[config.mk]
export PLATFORM = sky130hd
export DESIGN_NAME = pl_id_stage
export DESIGN_NICKNAME = d
export VERILOG_FILES = /design/src/rtl/pl_pkg.sv /design/src/rtl/pl_id_decode.sv /design/src/rtl/pl_id_stage.sv
export SDC_FILE = /design/constraint.sdc
export NUM_CORES = 1
export LEC_CHECK = 0
export CORE_ASPECT_RATIO = 0.9
export CORE_MARGIN = 4
export CORE_UTILIZATION = 40
export DETAILED_ROUTE_END_ITERATION = 10
export PLACE_DENSITY = 0.77
export SYNTH_ARGS = -nofsm -noshare
export SYNTH_HDL_FRONTEND = slang
export SYNTH_SLANG_ARGS = --single-unit
[constraint.sdc]
create_clock -name clk -period 4.7 [get_ports clk]
set_input_delay 0.94 -clock clk [delete_from_list [all_inputs] [get_ports clk]]
set_output_delay 0.94 -clock clk [all_outputs]
set_load 0.03 [all_outputs]
[src/rtl/pl_pkg.sv]
// -----------------------------------------------------------------------------
// pl_pkg
// Shared definitions for the 8-bit RISC RNS pipeline ID stage:
//   - 5-bit opcode values
//   - bit positions inside the 39-bit IFID_reg control bundle
//   - bubble constants (plain bubble and flush bubble)
// -----------------------------------------------------------------------------
package pl_pkg;

    localparam int IFID_W = 39;

    typedef logic [IFID_W-1:0] ifid_t;

    // Opcodes (instr[15:11]); 18..31 are illegal
    localparam logic [4:0] OP_NOP  = 5'd0;
    localparam logic [4:0] OP_ADD  = 5'd1;
    localparam logic [4:0] OP_SUB  = 5'd2;
    localparam logic [4:0] OP_AND  = 5'd3;
    localparam logic [4:0] OP_OR   = 5'd4;
    localparam logic [4:0] OP_NOT  = 5'd5;
    localparam logic [4:0] OP_ANDB = 5'd6;
    localparam logic [4:0] OP_ORB  = 5'd7;
    localparam logic [4:0] OP_NOTB = 5'd8;
    localparam logic [4:0] OP_SHL  = 5'd9;
    localparam logic [4:0] OP_CMP  = 5'd10;
    localparam logic [4:0] OP_LD   = 5'd11;
    localparam logic [4:0] OP_ST   = 5'd12;
    localparam logic [4:0] OP_JMP  = 5'd13;
    localparam logic [4:0] OP_JGT  = 5'd14;
    localparam logic [4:0] OP_JLT  = 5'd15;
    localparam logic [4:0] OP_JEQ  = 5'd16;
    localparam logic [4:0] OP_JC   = 5'd17;

    // IFID_reg bit positions
    localparam int B_INV   = 0;   // invalidate_fetch_instr
    localparam int B_BR    = 1;   // branch_taken_EX
    localparam int B_ADD   = 2;
    localparam int B_OR    = 3;
    localparam int B_NOT   = 4;
    localparam int B_ANDB  = 5;
    localparam int B_ORB   = 6;
    localparam int B_NOTB  = 7;
    localparam int B_AND   = 8;
    localparam int B_CIN   = 9;   // carry_in
    localparam int B_CMPL  = 10;  // en_op2_complement
    localparam int B_JUMP  = 11;
    localparam int B_CMP   = 12;
    localparam int B_SHL   = 13;
    localparam int B_LGC   = 14;  // lgcl_or_bitwse_T
    localparam int B_ST    = 15;
    localparam int B_LD    = 16;
    localparam int B_WR    = 17;  // write_to_regfile
    localparam int B_JGT   = 18;
    localparam int B_JLT   = 19;
    localparam int B_JEQ   = 20;
    localparam int B_JC    = 21;
    localparam int B_UJ    = 22;  // unconditional_jump
    localparam int LD_ADDR_LSB = 23;  // [30:23] ld_mem_addr / jump target
    localparam int ST_ADDR_LSB = 31;  // [38:31] st_mem_addr

    localparam ifid_t BUBBLE       = 39'h1;
    localparam ifid_t FLUSH_BUBBLE = 39'h3;  // bubble that also carries bit[1]

endpackage

[src/rtl/pl_id_decode.sv]
// -----------------------------------------------------------------------------
// pl_id_decode
// Purely combinational opcode decoder.
// Ports:
//   opcode  in  5   instr[15:11]
//   addr8   in  8   instr[7:0], memory address / jump target
//   bundle  out 39  IFID control bundle for this instruction (bit0 never set)
//   use_rs1 out 1   instruction reads rs1
//   use_rs2 out 1   instruction reads rs2
//   use_rd  out 1   instruction reads rd (store data)
//   illegal out 1   opcode 18..31; bundle is all zero in that case
// -----------------------------------------------------------------------------
module pl_id_decode
    import pl_pkg::*;
(
    input  logic [4:0]        opcode,
    input  logic [7:0]        addr8,
    output logic [IFID_W-1:0] bundle,
    output logic              use_rs1,
    output logic              use_rs2,
    output logic              use_rd,
    output logic              illegal
);

    // NOTE: every output gets a default before the case so no path leaves a
    // signal unassigned; that is what keeps this block free of latches.
    always_comb begin
        bundle  = '0;
        use_rs1 = 1'b0;
        use_rs2 = 1'b0;
        use_rd  = 1'b0;
        illegal = 1'b0;
        case (opcode)
            OP_NOP: ;
            OP_ADD: begin
                bundle[B_ADD] = 1'b1; bundle[B_WR] = 1'b1;
                use_rs1 = 1'b1; use_rs2 = 1'b1;
            end
            OP_SUB: begin
                bundle[B_ADD] = 1'b1; bundle[B_CIN] = 1'b1;
                bundle[B_CMPL] = 1'b1; bundle[B_WR] = 1'b1;
                use_rs1 = 1'b1; use_rs2 = 1'b1;
            end
            OP_AND: begin
                bundle[B_AND] = 1'b1; bundle[B_LGC] = 1'b1; bundle[B_WR] = 1'b1;
                use_rs1 = 1'b1; use_rs2 = 1'b1;
            end
            OP_OR: begin
                bundle[B_OR] = 1'b1; bundle[B_LGC] = 1'b1; bundle[B_WR] = 1'b1;
                use_rs1 = 1'b1; use_rs2 = 1'b1;
            end
            OP_NOT: begin
                bundle[B_NOT] = 1'b1; bundle[B_LGC] = 1'b1; bundle[B_WR] = 1'b1;
                use_rs1 = 1'b1;
            end
            OP_ANDB: begin
                bundle[B_ANDB] = 1'b1; bundle[B_LGC] = 1'b1; bundle[B_WR] = 1'b1;
                use_rs1 = 1'b1; use_rs2 = 1'b1;
            end
            OP_ORB: begin
                bundle[B_ORB] = 1'b1; bundle[B_LGC] = 1'b1; bundle[B_WR] = 1'b1;
                use_rs1 = 1'b1; use_rs2 = 1'b1;
            end
            OP_NOTB: begin
                bundle[B_NOTB] = 1'b1; bundle[B_LGC] = 1'b1; bundle[B_WR] = 1'b1;
                use_rs1 = 1'b1;
            end
            OP_SHL: begin
                bundle[B_SHL] = 1'b1; bundle[B_WR] = 1'b1;
                use_rs1 = 1'b1;
            end
            OP_CMP: begin
                bundle[B_ADD] = 1'b1; bundle[B_CIN] = 1'b1;
                bundle[B_CMPL] = 1'b1; bundle[B_CMP] = 1'b1;
                use_rs1 = 1'b1; use_rs2 = 1'b1;
            end
            OP_LD: begin
                bundle[B_LD] = 1'b1; bundle[B_WR] = 1'b1;
                bundle[LD_ADDR_LSB +: 8] = addr8;
            end
            OP_ST: begin
                bundle[B_ST] = 1'b1;
                bundle[ST_ADDR_LSB +: 8] = addr8;
                use_rd = 1'b1;
            end
            OP_JMP: begin
                bundle[B_JUMP] = 1'b1; bundle[B_UJ] = 1'b1;
                bundle[LD_ADDR_LSB +: 8] = addr8;
            end
            OP_JGT: begin
                bundle[B_JUMP] = 1'b1; bundle[B_JGT] = 1'b1;
                bundle[LD_ADDR_LSB +: 8] = addr8;
            end
            OP_JLT: begin
                bundle[B_JUMP] = 1'b1; bundle[B_JLT] = 1'b1;
                bundle[LD_ADDR_LSB +: 8] = addr8;
            end
            OP_JEQ: begin
                bundle[B_JUMP] = 1'b1; bundle[B_JEQ] = 1'b1;
                bundle[LD_ADDR_LSB +: 8] = addr8;
            end
            OP_JC: begin
                bundle[B_JUMP] = 1'b1; bundle[B_JC] = 1'b1;
                bundle[LD_ADDR_LSB +: 8] = addr8;
            end
            default: illegal = 1'b1;
        endcase
    end

endmodule

[src/rtl/pl_id_stage.sv]
// -----------------------------------------------------------------------------
// pl_id_stage
// ID stage of the 8-bit RISC RNS pipeline: decodes the fetched instruction,
// reads both operands from the external register file, handles load-use
// stalls and branch flushes, and registers the IFID bundle for EX.
// Optional feature macro: ILLEGAL_OP_TRAP_EN (adds sticky illegal_op output).
// Ports:
//   clk, reset           clock, asynchronous active-low reset
//   if_valid, if_instr,  fetched instruction and its PC
//   if_pc
//   branch_taken_EX      EX resolved a taken jump: flush
//   rf_raddr1/2          register-file read addresses (combinational)
//   rf_rdata1/2          same-cycle read data
//   id_stall             fetch must hold its instruction
//   op1, op2             registered operands
//   pred_nxt_prog_ctr    registered if_pc+1
//   IFID_reg             registered 39-bit control bundle
//   ex_rd                registered rd of the instruction now in EX
//   illegal_op           (ILLEGAL_OP_TRAP_EN only) sticky illegal-opcode flag
// -----------------------------------------------------------------------------
module pl_id_stage
    import pl_pkg::*;
#(
    parameter int NUM_DOMAINS  = 1,
    parameter int PROG_CTR_WID = 10
) (
    input  logic                      clk,
    input  logic                      reset,
    input  logic                      if_valid,
    input  logic [15:0]               if_instr,
    input  logic [PROG_CTR_WID-1:0]   if_pc,
    input  logic                      branch_taken_EX,
    output logic [2:0]                rf_raddr1,
    output logic [2:0]                rf_raddr2,
    input  logic [NUM_DOMAINS*8-1:0]  rf_rdata1,
    input  logic [NUM_DOMAINS*8-1:0]  rf_rdata2,
    output logic                      id_stall,
    output logic [NUM_DOMAINS*8-1:0]  op1,
    output logic [NUM_DOMAINS*8-1:0]  op2,
    output logic [PROG_CTR_WID-1:0]   pred_nxt_prog_ctr,
    output logic [IFID_W-1:0]         IFID_reg,
    output logic [2:0]                ex_rd
`ifdef ILLEGAL_OP_TRAP_EN
    ,
    output logic                      illegal_op
`endif
);

    logic [2:0]        rd, rs1, rs2;
    logic [IFID_W-1:0] dec_bundle;
    logic              use_rs1, use_rs2, use_rd, dec_illegal;
    logic              load_use, issue;

    assign rd  = if_instr[10:8];
    assign rs1 = if_instr[7:5];
    assign rs2 = if_instr[4:2];

    pl_id_decode u_decode (
        .opcode  (if_instr[15:11]),
        .addr8   (if_instr[7:0]),
        .bundle  (dec_bundle),
        .use_rs1 (use_rs1),
        .use_rs2 (use_rs2),
        .use_rd  (use_rd),
        .illegal (dec_illegal)
    );

    // A store reads its data register through port 2.
    assign rf_raddr1 = rs1;
    assign rf_raddr2 = dec_bundle[B_ST] ? rd : rs2;

    // The load now in EX returns its data too late for the instruction in ID.
    assign load_use = if_valid && IFID_reg[B_LD] &&
                      ((use_rs1 && (rs1 == ex_rd)) ||
                       (use_rs2 && (rs2 == ex_rd)) ||
                       (use_rd  && (rd  == ex_rd)));

    // A flush discards the instruction anyway, so it never needs to stall.
    assign id_stall = load_use && !branch_taken_EX;

    assign issue = if_valid && !branch_taken_EX && !load_use && !dec_illegal;

    // NOTE: sequential state uses non-blocking assignments so every register
    // samples the pre-edge values regardless of statement order.
    // NOTE: every register here has a reset value; this stage holds no arrays,
    // so nothing is deliberately left unreset.
    always_ff @(posedge clk or negedge reset) begin
        if (!reset) begin
            IFID_reg          <= BUBBLE;
            op1               <= '0;
            op2               <= '0;
            pred_nxt_prog_ctr <= '0;
            ex_rd             <= '0;
        end else if (issue) begin
            IFID_reg          <= dec_bundle;
            op1               <= rf_rdata1;
            op2               <= rf_rdata2;
            pred_nxt_prog_ctr <= if_pc + PROG_CTR_WID'(1);
            ex_rd             <= rd;
        end else begin
            // Bubble: flush, stall, no valid instruction, or illegal opcode.
            // pred_nxt_prog_ctr keeps the last issued value.
            IFID_reg <= branch_taken_EX ? FLUSH_BUBBLE : BUBBLE;
            op1      <= '0;
            op2      <= '0;
            ex_rd    <= '0;
        end
    end

`ifdef ILLEGAL_OP_TRAP_EN
    always_ff @(posedge clk or negedge reset) begin
        if (!reset) begin
            illegal_op <= 1'b0;
        end else if (if_valid && !branch_taken_EX && dec_illegal) begin
            illegal_op <= 1'b1;
        end
    end
`endif

endmodule

==> Implementation_results.wiki <==
{| class="wikitable"
! Metric !! Value
|-
| Antenna violations before repair || 0
|-
| Post-CTS setup buffers || 0
|-
| Worst endpoint data arrival time || 3440 ps
|-
| Overall fraction of global-route tracks in use || 16.5%
|-
| Maximum vdd drop || a little over 0.2 mV
|-
| Hold Slack || 519 ps
|-
| Final Setup Violations || 0
|-
| Net count, final || 391
|-
| Syn Nets || 275
|-
| Clock tree from TritonCTS || built
|-
| Max H-tree Level || 3
|-
| Reg clk slew, reported paths || around 60 ps
|-
| Post-layout instance area || 4220 um^2
|-
| Root buf cell || sky130_fd_sc_hd__clkbuf_8
|-
| Crit path launch type || primary input
|-
| Slew headroom || 45.8%
|-
| Class of the most critical setup path || primary input to output port
|-
| Hold-fix buffers at CTS || 0
|-
| Core area || 6690 um^2
|-
| Final Hold Viols || 0
|-
| Final wirelength || 6560 um
|-
| Max-slew violation count || 0
|-
| Synthesis-to-finish area growth || 51.0%
|-
| Top cells by area in the synthesized netlist || sky130_fd_sc_hd__dfrtp_1, sky130_fd_sc_hd__and2_1, sky130_fd_sc_hd__xnor2_1
|-
| Width of the die || 96.1 um
|-
| Most common flop cell mapped by yosys || sky130_fd_sc_hd__dfrtp_1
|-
| Die extent in y || 87.3 um
|-
| Post-DP HPWL || 4850 um
|-
| Endpoint required time on the critical path || around 3800 ps
|-
| Yosys top cell area share || 59.1%
|-
| Max FFs per register || 38
|-
| Post-Syn Area || 2790 um^2
|-
| Outcome || finished, final reports clean
|-
| DR vias || 2,087
|-
| Global-route wire length before repair || between 10,000 and 15,000 um
|-
| Slew @ Worst Pin || 814 ps
|-
| Number of distinct library cells after synthesis || 41
|-
| P_leak || 0.00181 uW
|-
| P per Cell Area || 321 nW/um^2
|-
| Routed length per instance || 15.0 um
|-
| # resized after CTS || 0
|-
| Worst-Skew Late Latency || 340 ps
|-
| Yosys synthesis warning count || 0
|-
| Net switching fraction of the power || 25.2%
|-
| Number of standard-cell rows in the floorplan || 28
|-
| Share of synthesized area occupied by flip-flops and latches || 60.1%
|-
| Post-place instance area || between 4000 and 5000 um^2
|-
| Critical Path End Type || output port
|-
| Drt initial violations || 55
|-
| Hold crit path type || flop to flop
|-
| Number of design rule violations left after detail routing || 0
|-
| Antenna Nets Post-Route || 0
|-
| CTS max path bufs || 2
|-
| Share of cells above drive strength 1 || 10.9%
|-
| Unrepaired setup endpoints after global routing || false
|-
| Number of buffers created by CTS || 9
|-
| Total die area || 8390 um^2
|-
| Count of flip-flops with a built-in enable after synthesis || 0
|-
| Overall power consumption || 1350 uW
|-
| Num ports || 121
|-
| Final estimated routing congestion in global placement || 0.888
|-
| Internal power component || 1010 uW
|-
| Avg Cell Area, Syn || between 10 and 15 um^2
|-
| Number of global-route vias before repair || 2,142
|-
| Post-synthesis cell count || between 200 and 250
|-
| Largest net degree at the start of global routing || 68
|-
| Synthesis-stage register bit count || 67
|-
| Portion of total power attributed to combinational logic || between 10% and 20%
|-
| Global-route congestion overflow total || 0
|-
| Sum of negative setup slack || 0 ps
|-
| Max Cap Violations || 0
|-
| Number of vias per cell || 4.76
|-
| Max Fclk || 228 MHz
|-
| Top fanout value on the critical path || 12
|-
| Sink count of the clock tree || 67
|-
| Number of search-and-repair iterations in the first detailed-routing pass || 4
|-
| Number of port buffers || 120
|-
| Seq pwr share || 45.3%
|-
| Effective utilization at floorplan || 41.8%
|-
| Share of flip-flops with an asynchronous set or reset || 100%
|-
| Crit share post-route || 93.3%
|-
| Antenna diode count || 0
|-
| Largest clock skew in the final design || 10.1 ps
|-
| Fill count || ~560
|-
| Top cell type by total area after synthesis || sky130_fd_sc_hd__dfrtp_1
|-
| Minimum clock period after layout || 4380 ps
|-
| Clock network fraction of design power || between 30% and 40%
|-
| Switching component of the power || 341 uW
|}
-- cell usage after synthesis, drive strengths merged (2+ instances only) --
master  number
o21ai       11
nand2b       4
xnor2       13
buf         11
nor3         6
nor4         9
xor2         4
nand2        9
nand3        5
nor2        12
clkbuf       7
and2        27
mux2         9
inv          3
and3         9
a21oi        5
dfrtp       66
or3          2
-- power groups by stage --
stage / clock network (uW) / logic (uW) / registers [uW]
2_1_floorplan: 0 / 71.6 / 674
3_3_place_gp: 0 / 239 / 623
3_5_place_dp: 0 / 242 / 624
4_1_cts: 512 / 243 / 614
5_1_grt: 542 / 257 / 616
6_report: 499 / 240 / 614
-- logic make-up after synthesis --
group,after synthesis,share of synthesized area (%)
XOR/XNOR,17,5.33
AND/OR/NAND/NOR,89,19.2
buffers and inverters,21,4.66
adder cells (fa/ha/maj),1,0.448
flip-flops,67,60.1
AO/OA/AOI/OAI,24,6.54
multiplexers,9,3.76
-- worst max-delay path, cell delays in order --
cell	delay, ps
sky130_fd_sc_hd__clkdlybuf4s50_1	730
sky130_fd_sc_hd__nand3b_1	280
sky130_fd_sc_hd__nor2_4	300
sky130_fd_sc_hd__nand4_2	170
sky130_fd_sc_hd__a311oi_1	280
sky130_fd_sc_hd__clkdlybuf4s50_1	740
-- stage by stage --
| stage | setup slack [ps] | instances | util, % |
|---|---|---|---|
| after floorplan | 1240 | 228 | - |
| after global placement | 475 | 423 | 59.9 |
| after detailed placement | 334 | 423 | 59.9 |
| after CTS | 329 | 438 | 63.1 |
| after global routing | 182 | 438 | 63.1 |
| final | 315 | 438 | 63.1 |
-- worst paths after layout --
| check | end | cells after the start | start | slack (ps) |
|---|---|---|---|---|
| max | id_stall | 6 | if_instr[14] | 320 |
| min | pred_nxt_prog_ctr[1] | 1 | pred_nxt_prog_ctr[1] | 520 |
| max reg2reg | IFID_reg[17] | 7 | ex_rd[0] | 2490 |
| min reg2reg | pred_nxt_prog_ctr[1] | 1 | pred_nxt_prog_ctr[1] | 520 |
| max in group asynchronous | op1[7] | 2 | reset | 3390 |
| min in group asynchronous | IFID_reg[4] | 2 | reset | 800 |
-- cells in the final DEF (no fill, tap or decap), types with 2 or more instances in the layout --
| cell | instances |
|---|---|
| sky130_fd_sc_hd__a21oi_1 | 5 |
| sky130_fd_sc_hd__and2_1 | 27 |
| sky130_fd_sc_hd__and3_1 | 9 |
| sky130_fd_sc_hd__buf_4 | 3 |
| sky130_fd_sc_hd__clkbuf_8 | 13 |
| sky130_fd_sc_hd__clkdlybuf4s50_1 | 119 |
| sky130_fd_sc_hd__dfrtp_1 | 66 |
| sky130_fd_sc_hd__inv_1 | 2 |
| sky130_fd_sc_hd__mux2_2 | 8 |
| sky130_fd_sc_hd__nand2_1 | 9 |
| sky130_fd_sc_hd__nand2b_1 | 4 |
| sky130_fd_sc_hd__nand3_1 | 5 |
| sky130_fd_sc_hd__nor2_1 | 10 |
| sky130_fd_sc_hd__nor3_1 | 6 |
| sky130_fd_sc_hd__nor4_1 | 9 |
| sky130_fd_sc_hd__o21ai_0 | 10 |
| sky130_fd_sc_hd__or3_1 | 2 |
| sky130_fd_sc_hd__xnor2_1 | 13 |
| sky130_fd_sc_hd__xor2_1 | 4 |
-- routing by layer --
layer	wire (um)	GRT usage (%)
met1	2670	19.3
met2	3210	27.3
met3	584	6.31
met4	85	6.20
met5	0	0
-- cell type report --
class	count	area, um^2	area share, %
Multi-Input combinational cell	140	986	23.4
Tap cell	90	113	2.67
Sequential cell	67	1680	39.8
Inverter	3	11.3	0.267
Clock inverter	1	30.0	0.712
Clock buffer	14	183	4.33
Timing Repair Buffer	123	1220	28.9
Note: power is estimated with default switching activity, not from simulation.
